==> src/rtl/pack_coeff_stream.sv <==
// Frame-level LSB-first bit-packer for Kyber ciphertext coefficients.
// Takes one D-bit coefficient per handshake and emits a little-endian byte stream.
module pack_coeff_stream #(
  parameter int KYBER_N = 256,
  parameter int KYBER_K = 2,
  parameter int i_Width = 16,
  parameter int o_Width = 8,
  parameter int D_U     = 10,
  parameter int D_V     = 4
) (
  input  logic               clk,
  input  logic               rst,
  input  logic               i_Start,
  input  logic               i_Mode,
  input  logic [i_Width-1:0] i_Coeff,
  input  logic               i_Coeff_Valid,
  output logic               o_Coeff_Ready,
  output logic [o_Width-1:0] o_Byte,
  output logic               o_Byte_Valid,
  input  logic               i_Byte_Ready,
  output logic               o_Last,
  output logic               o_Busy,
  output logic               o_Done
);

  // Worst case held bits: 7 leftover + 12 new = 19.
  localparam int ACC_W = 19;
  localparam int NB_W  = 5;
  localparam int C_U   = KYBER_K * KYBER_N;
  localparam int C_V   = KYBER_N;
  localparam int CNT_W = $clog2(C_U + 1);

  localparam logic [NB_W-1:0]  D_U_W  = NB_W'(D_U);
  localparam logic [NB_W-1:0]  D_V_W  = NB_W'(D_V);
  localparam logic [ACC_W-1:0] MASK_U = ACC_W'((1 << D_U) - 1);
  localparam logic [ACC_W-1:0] MASK_V = ACC_W'((1 << D_V) - 1);
  localparam logic [CNT_W-1:0] C_U_W  = CNT_W'(C_U);
  localparam logic [CNT_W-1:0] C_V_W  = CNT_W'(C_V);
  localparam logic [NB_W-1:0]  BYTE_BITS = NB_W'(8);

  typedef enum logic [1:0] {
    IDLE = 2'd0,
    RUN  = 2'd1,
    DONE = 2'd2
  } state_t;

  state_t state, state_next;

  logic             mode;
  logic [ACC_W-1:0] acc;
  logic [NB_W-1:0]  nb;
  logic [CNT_W-1:0] cnt;

  logic [NB_W-1:0]  d_sel;
  logic [ACC_W-1:0] mask_sel;
  logic [CNT_W-1:0] c_sel;
  logic [ACC_W-1:0] coeff_masked;
  logic             all_in;
  logic             coeff_fire;
  logic             byte_fire;

  assign d_sel        = mode ? D_V_W  : D_U_W;
  assign mask_sel     = mode ? MASK_V : MASK_U;
  assign c_sel        = mode ? C_V_W  : C_U_W;
  assign coeff_masked = ACC_W'(i_Coeff) & mask_sel;
  assign all_in       = (cnt == c_sel);

  assign coeff_fire = o_Coeff_Ready && i_Coeff_Valid;
  assign byte_fire  = o_Byte_Valid && i_Byte_Ready;
  assign o_Byte     = acc[o_Width-1:0];

  always_ff @(posedge clk) begin
    if (rst) state <= IDLE;
    else     state <= state_next;
  end

  // NOTE: every output and next-state value gets a default first, so no path leaves one unassigned and infers a latch.
  always_comb begin
    state_next    = state;
    o_Coeff_Ready = 1'b0;
    o_Byte_Valid  = 1'b0;
    o_Last        = 1'b0;
    o_Busy        = 1'b0;
    o_Done        = 1'b0;
    unique case (state)
      IDLE: if (i_Start) state_next = RUN;
      RUN: begin
        o_Busy        = 1'b1;
        o_Coeff_Ready = (nb < BYTE_BITS) && !all_in;
        o_Byte_Valid  = (nb >= BYTE_BITS);
        o_Last        = o_Byte_Valid && all_in && (nb == BYTE_BITS);
        if (o_Byte_Valid && i_Byte_Ready && o_Last) state_next = DONE;
      end
      DONE: begin
        o_Busy     = 1'b1;
        o_Done     = 1'b1;
        state_next = IDLE;
      end
      default: state_next = IDLE;
    endcase
  end

  // NOTE: non-blocking assignments so every register samples pre-edge values regardless of statement order.
  always_ff @(posedge clk) begin
    if (rst) begin
      mode <= 1'b0;
      acc  <= '0;
      nb   <= '0;
      cnt  <= '0;
    end else if (state == IDLE) begin
      if (i_Start) begin
        mode <= i_Mode;
        acc  <= '0;
        nb   <= '0;
        cnt  <= '0;
      end
    end else if (coeff_fire) begin
      acc <= acc | (coeff_masked << nb);
      nb  <= nb + d_sel;
      cnt <= cnt + CNT_W'(1);
    end else if (byte_fire) begin
      acc <= acc >> 8;
      nb  <= nb - BYTE_BITS;
    end
  end

endmodule
==> config.mk <==
export PLATFORM = sky130hd
export DESIGN_NAME = pack_coeff_stream
export DESIGN_NICKNAME = d
export VERILOG_FILES = /design/src/rtl/pack_coeff_stream.sv
export SDC_FILE = /design/constraint.sdc
export NUM_CORES = 1
export LEC_CHECK = 0
export BUFFER_PORTS_ARGS = -buffer_cell sky130_fd_sc_hd__buf_2
export CORE_MARGIN = 2
export CORE_UTILIZATION = 42
export CTS_CLUSTER_SIZE = 10
export DETAILED_ROUTE_END_ITERATION = 6
export PLACE_DENSITY_LB_ADDON = 0.05
export SKIP_CTS_REPAIR_TIMING = 1
export SYNTH_ARGS = -nofsm -noshare
export SYNTH_HDL_FRONTEND = slang
export SYNTH_SLANG_ARGS = --single-unit
==> constraint.sdc <==
create_clock -name clk -period 2.35 [get_ports clk]
set_clock_uncertainty 0.15 [all_clocks]
set_input_delay 0.1175 -clock clk [delete_from_list [all_inputs] [get_ports clk]]
set_output_delay 0.1175 -clock clk [all_outputs]
set_load 0.05 [all_outputs]
Yosys cells after proc, flatten, opt, wreduce, memory -nomap -nowiden
Index checks and enable logic that the tools add are counted.

Equality and inequality tests: 6. Magnitude comparators: 2. $add $sub $neg: 3. Bitwise logic cells: 2. Shift operators: 1. Divide/modulo/power cells: 0. Muxes and demuxes: 22. Multiply operators: 0. Reduce and logical (&&, ||, !) cells: 16.

Operator list (number): $mux 19 (4); $mux 10 (5); $mux 5 (4); $or 19x19->19 (1); $shl 16x5->19 (1); $and 16x10->16 (1); $add 10x1->10 const B (1); $eq 10x10->1 (1); $reduce_and 2->1 (4); $logic_and 1x1->1 (7); $add 5x4->5 (1); $eq 5x4->1 const B (1); $ge 5x4->1 const B (1); $lt 5x4->1 const B (1); $mux 1 (5); $sub 5x4->5 const B (1); $mux 2 (2); $mux 4 (1); $ne 2x2->1 const B (2); $pmux 2 s2 (1); $reduce_bool 3->1 (1); $eq 2x1->1 const B (1); $eq 2x2->1 const B (1); $logic_not 2->1 (1); other kinds (3) (3).

Output and inout port bits: 13. Bits in registers: 37. Memories kept: 0. Bits in writable memories: 0. Latch bits: 0. Word-level logic and storage cells: 57. Memory bits (read-only): 0. Input bits: 22.

Longest topological paths before layout
Word-level depth: 8. Gate-level depth with buffers: 10. Mapped depth without buffers: 8.

Worst setup path before layout
Ideal clock, no wire load.

Kind: reg-to-output. From: register cnt[0]. To: output o_Last. Arrival time: 2074 ps. Cell stages (with the launch flop): 6. Path buffers: 0. Path slack: 9 ps. Data required time: 2082 ps. Cells stage by stage: dfxtp_1 inv_1 ha_1 nor4b_2 o211ai_2 nor3_1.

Longest elaborated chain between the ends: 4.

Ends and longest elaborated chain: from (decl) (RTL line 52) `logic [CNT_W-1:0] cnt;`; from (signal assigned) (RTL line 120) `cnt <= cnt + CNT_W'(1);`; $eq 10x10->1 (RTL line 66) `assign all_in = (cnt == c_sel);`; $logic_and 1x1->1 (2 in a row) (RTL line 91) `o_Last = o_Byte_Valid && all_in && (nb == BYTE_BITS);`; $mux 1 (RTL line 85) `unique case (state)`; to (decl) (RTL line 21) `output logic o_Last,`.

Every way passes these cells.

Worst setup path in the final report
From: register cnt[0]. To: register acc[7].

Longest elaborated chain between the ends: 7. Elaborated cells on any way between the ends: 9. Classes of those cells: eq/ne (1); mux (3); reduce/logical (5).

Ends and longest elaborated chain: $eq 10x10->1 * (RTL line 66); $logic_not 1->1 * (RTL line 89) `o_Coeff_Ready = (nb < BYTE_BITS) && !all_in;`; $logic_and 1x1->1 * (RTL line 89); $mux 1 * (RTL line 85); $logic_and 1x1->1 * (RTL line 68) `assign coeff_fire = o_Coeff_Ready && i_Coeff_Valid;`; $reduce_bool 3->1 (no source line) / $mux 19 (equally long branches); $reduce_and 2->1 (no source line) / $mux 19 (equally long branches); to (signal assigned) (RTL line 118) `acc <= acc | (coeff_masked << nb);`; to (signal assigned) (RTL line 122) `acc <= acc >> 8;`; to (decl) (RTL line 50) `logic [ACC_W-1:0] acc;`.

Every way passes the cells marked *; elsewhere a longest branch is shown, timed or not. A chain may end at the register's enable or synchronous reset.

==> impl_metrics.tcl <==
set metrics [dict create \
    outcome "finished, final reports clean" \
    synth_async_sr_flop_share_pct 0 \
    timing.final.crit_period_ps 2202 \
    initialDrtViolationCount 230 \
    wl_um 7390 \
    maxSlewHeadroom_pct 68.68 \
    number_of_sinks_on_the_clock_net 36 \
    power.density_cell_area_nw_per_um2 505.7 \
    vdd.ir_drop.worst_mv 0.2644 \
    final_tns_setup_ps 0 \
    clkTransAtPathRegs_ps 80 \
    proportion_of_power_drawn_by_the_clock_network_pct 37.5 \
    comb_power_share_pct 19.9 \
    ff_latch_count_synth 36 \
    num-nets-final 383 \
    worst_slew_pin_slew_ps 468.0 \
    initial_antenna_violation_count 0 \
    cts_tree "done" \
    netlist_top_cells_area "sky130_fd_sc_hd__dfxtp_1 (29%), sky130_fd_sc_hd__a21oi_1 (5.2%), sky130_fd_sc_hd__nand2_1 (4.7%)" \
    detail_route.drc_violations 0 \
    layout.cells.most_common "sky130_fd_sc_hd__dfxtp_1" \
    floorplan.die_area_um2 6592 \
    pwr-share-seq_pct 42.6 \
    post_synth.cell_area_avg_um2 7.845 \
    synth_sequential_area_ratio_pct 28.80 \
    power_switching_share_pct 29.70 \
    timing.final.setup_violations 0 \
    yosys_warnings 0 \
    final.setup.worst_slack_ps 148.3 \
    cts.htree.levels 2 \
    startpoint "cnt[0]" \
    leakage_nw 1.140 \
    area_growth_syn_to_fin_pct 16.85 \
    grt_start_max_net_pins 34 \
    worst_hold_path_type "in2reg" \
    switching_power_mw 0.4392 \
    synth_area_um2 2502 \
    number_of_global_route_vias_before_repair 2238 \
    layout_worst_path_cycle_share_pct 93.69 \
    critical_path_class "reg2reg" \
    clk_latency_ps 290 \
    worst_setup_slack_post_dpl_ps 98.51 \
    standard_cell_core_area_um2 5851 \
    overflow 0 \
    die_width_um 81.19 \
    gp_routability_congestion 0.8072 \
    place.port_buffers 28 \
    cell_internal_pwr_mw 1.039 \
    max_cap_viol_count 0 \
    critical_path_peak_fanout 7 \
    drt_first_pass_iters 5 \
    r2r-start "cnt[0]" \
    hold_viol_final 0 \
    fp.dieH_um 81.19 \
    share_of_yosys_cell_area_claimed_by_the_top_area_cell_type_pct 28.80 \
    yosysUniqueCellTypes 62 \
    worst_hold_slack_ps 90.55 \
    finalMaxSlewViolations 0 \
    syn-num-nets 351 \
    pin_count 35 \
    critPathArrivalTime_ps 2230 \
    dpl.hpwl_um 5361 \
    root_buffer "sky130_fd_sc_hd__clkbuf_8" \
    antenna-diode-count 0 \
    vias_per_cell 6.005 \
    ant_nets 0 \
    required_ps 2380 \
    min-delay-start "i_Start" \
    avgRoutedWirePerCell_um 17.31 \
    post-layout-total-power_mw 1.479 \
    route.vias.total 2564 \
    launching_element_type_of_the_critical_path "register" \
    placement_rows 28 \
    cts_made_buffers 5 \
    final_layout_size_suffix_gt1_share_pct 24.43 \
    final_cell_mix "sky130_fd_sc_hd__dfxtp_1 (35), sky130_fd_sc_hd__nand2_1 (31), sky130_fd_sc_hd__buf_2 (27)" \
    grt_first_pass_wirelength_um 11760 \
    setup.worst_path.end_class "register" \
    yosys.area.top_type "sky130_fd_sc_hd__dfxtp_1" \
    max-clock-path-buffers 2 \
    initial_utilization_pct 42.77 \
    total_routing_usage_gr_pct 23.32 \
    final.fill_count 581 \
    final_util_pct 49.98 \
    synthesis.instances 319 \
    rsz_0062_raised_after_global_routing "false" \
    timing.fmax_mhz 454.2 \
    synth-edff-count 0 \
    synth_flop_cell "sky130_fd_sc_hd__dfxtp_1" \
]
[worst paths after layout]
path,endpoint,slack (ps),cells past startpoint
max,acc[7],150,9
min,acc[3],90,4
max reg2reg,acc[7],150,9
min reg2reg,acc[11],320,2
[registers in the layout (all words and copies together) (netlist names)]
signal and cells:
cnt 10, mode 1, state 2, nb 4, acc 19
[power groups by stage]
stage               sequential (mW)  combinational, mW  clock (mW)
floorplan                     0.642              0.200           0
global placement              0.644              0.285           0
detailed placement            0.644              0.285           0
CTS                           0.630              0.287       0.572
global route                  0.632              0.322       0.594
finish                        0.630              0.294       0.554
[cells in the mapped netlist (3+ instances only)]
master                      count
sky130_fd_sc_hd__buf_2          6
sky130_fd_sc_hd__or3b_2         3
sky130_fd_sc_hd__mux2_2         6
sky130_fd_sc_hd__a32o_1         5
sky130_fd_sc_hd__a22oi_1        8
sky130_fd_sc_hd__nor3_1        16
sky130_fd_sc_hd__nand3_1       16
sky130_fd_sc_hd__nor4_1         3
sky130_fd_sc_hd__dfxtp_1       36
sky130_fd_sc_hd__a21oi_1       26
sky130_fd_sc_hd__a221oi_1       4
sky130_fd_sc_hd__o211a_1        3
sky130_fd_sc_hd__and3_1         8
sky130_fd_sc_hd__clkbuf_1      14
sky130_fd_sc_hd__inv_1         13
sky130_fd_sc_hd__nand2_1       31
sky130_fd_sc_hd__a21o_1         3
sky130_fd_sc_hd__ha_1           9
sky130_fd_sc_hd__nand2b_1       3
sky130_fd_sc_hd__o21ai_0       13
sky130_fd_sc_hd__nor2_1        22
sky130_fd_sc_hd__buf_4          8
sky130_fd_sc_hd__a22o_1         4
sky130_fd_sc_hd__a31oi_1        8
sky130_fd_sc_hd__or3_1          3
sky130_fd_sc_hd__o221a_2        3
sky130_fd_sc_hd__o2bb2ai_1      3
[cell families (layout without fill, tap and decap cells)]
| family | after synthesis | after routing | synth area share [%] |
|---|---|---|---|
| AO/OA/AOI/OAI | 104 | 104 | 30.20 |
| XOR/XNOR | 2 | 2 | 0.7001 |
| adder cells (fa/ha/maj) | 10 | 10 | 5.300 |
| buffers and inverters | 42 | 75 | 7.800 |
| flip-flops | 36 | 36 | 28.80 |
| multiplexers | 8 | 8 | 3.500 |
| AND/OR/NAND/NOR | 117 | 117 | 23.70 |
[layer usage]
metal	track usage [%]	up-vias	routed length, µm
met4	5.593	0	89
met3	3.778	10	534
met5	0	-	0
met2	34.30	91	3015
met1	35.23	1212	3751
li1	-	1251	-
[final cells by class]
type | instances | area [µm²] | share of cell area, %
Timing Repair Buffer | 54 | 355.3 | 12.15
Tap cell | 75 | 93.84 | 3.209
Clock buffer | 5 | 68.82 | 2.353
Clock inverter | 3 | 42.54 | 1.455
Inverter | 13 | 48.80 | 1.669
Sequential cell | 36 | 721.9 | 24.69
Multi-Input combinational cell | 241 | 1593 | 54.47
[per-stage QoR]
step,cells,instance area (µm²)
2_1_floorplan,319,2502
3_3_place_gp,417,2783
3_5_place_dp,417,2783
4_1_cts,425,2894
5_1_grt,427,2924
6_report,427,2924
[worst max-delay path, cell delays in order (launching register included)]
cell and delay, ps:
sky130_fd_sc_hd__dfxtp_1 350, sky130_fd_sc_hd__inv_1 70, sky130_fd_sc_hd__ha_1 160, sky130_fd_sc_hd__nor4b_2 280, sky130_fd_sc_hd__o211a_2 360, sky130_fd_sc_hd__buf_4 170
sky130_fd_sc_hd__nor2_1 60, sky130_fd_sc_hd__buf_4 180, sky130_fd_sc_hd__o31ai_1 220, sky130_fd_sc_hd__o2bb2ai_1 100
No activity file was read; power rests on OpenSTA's default activity.
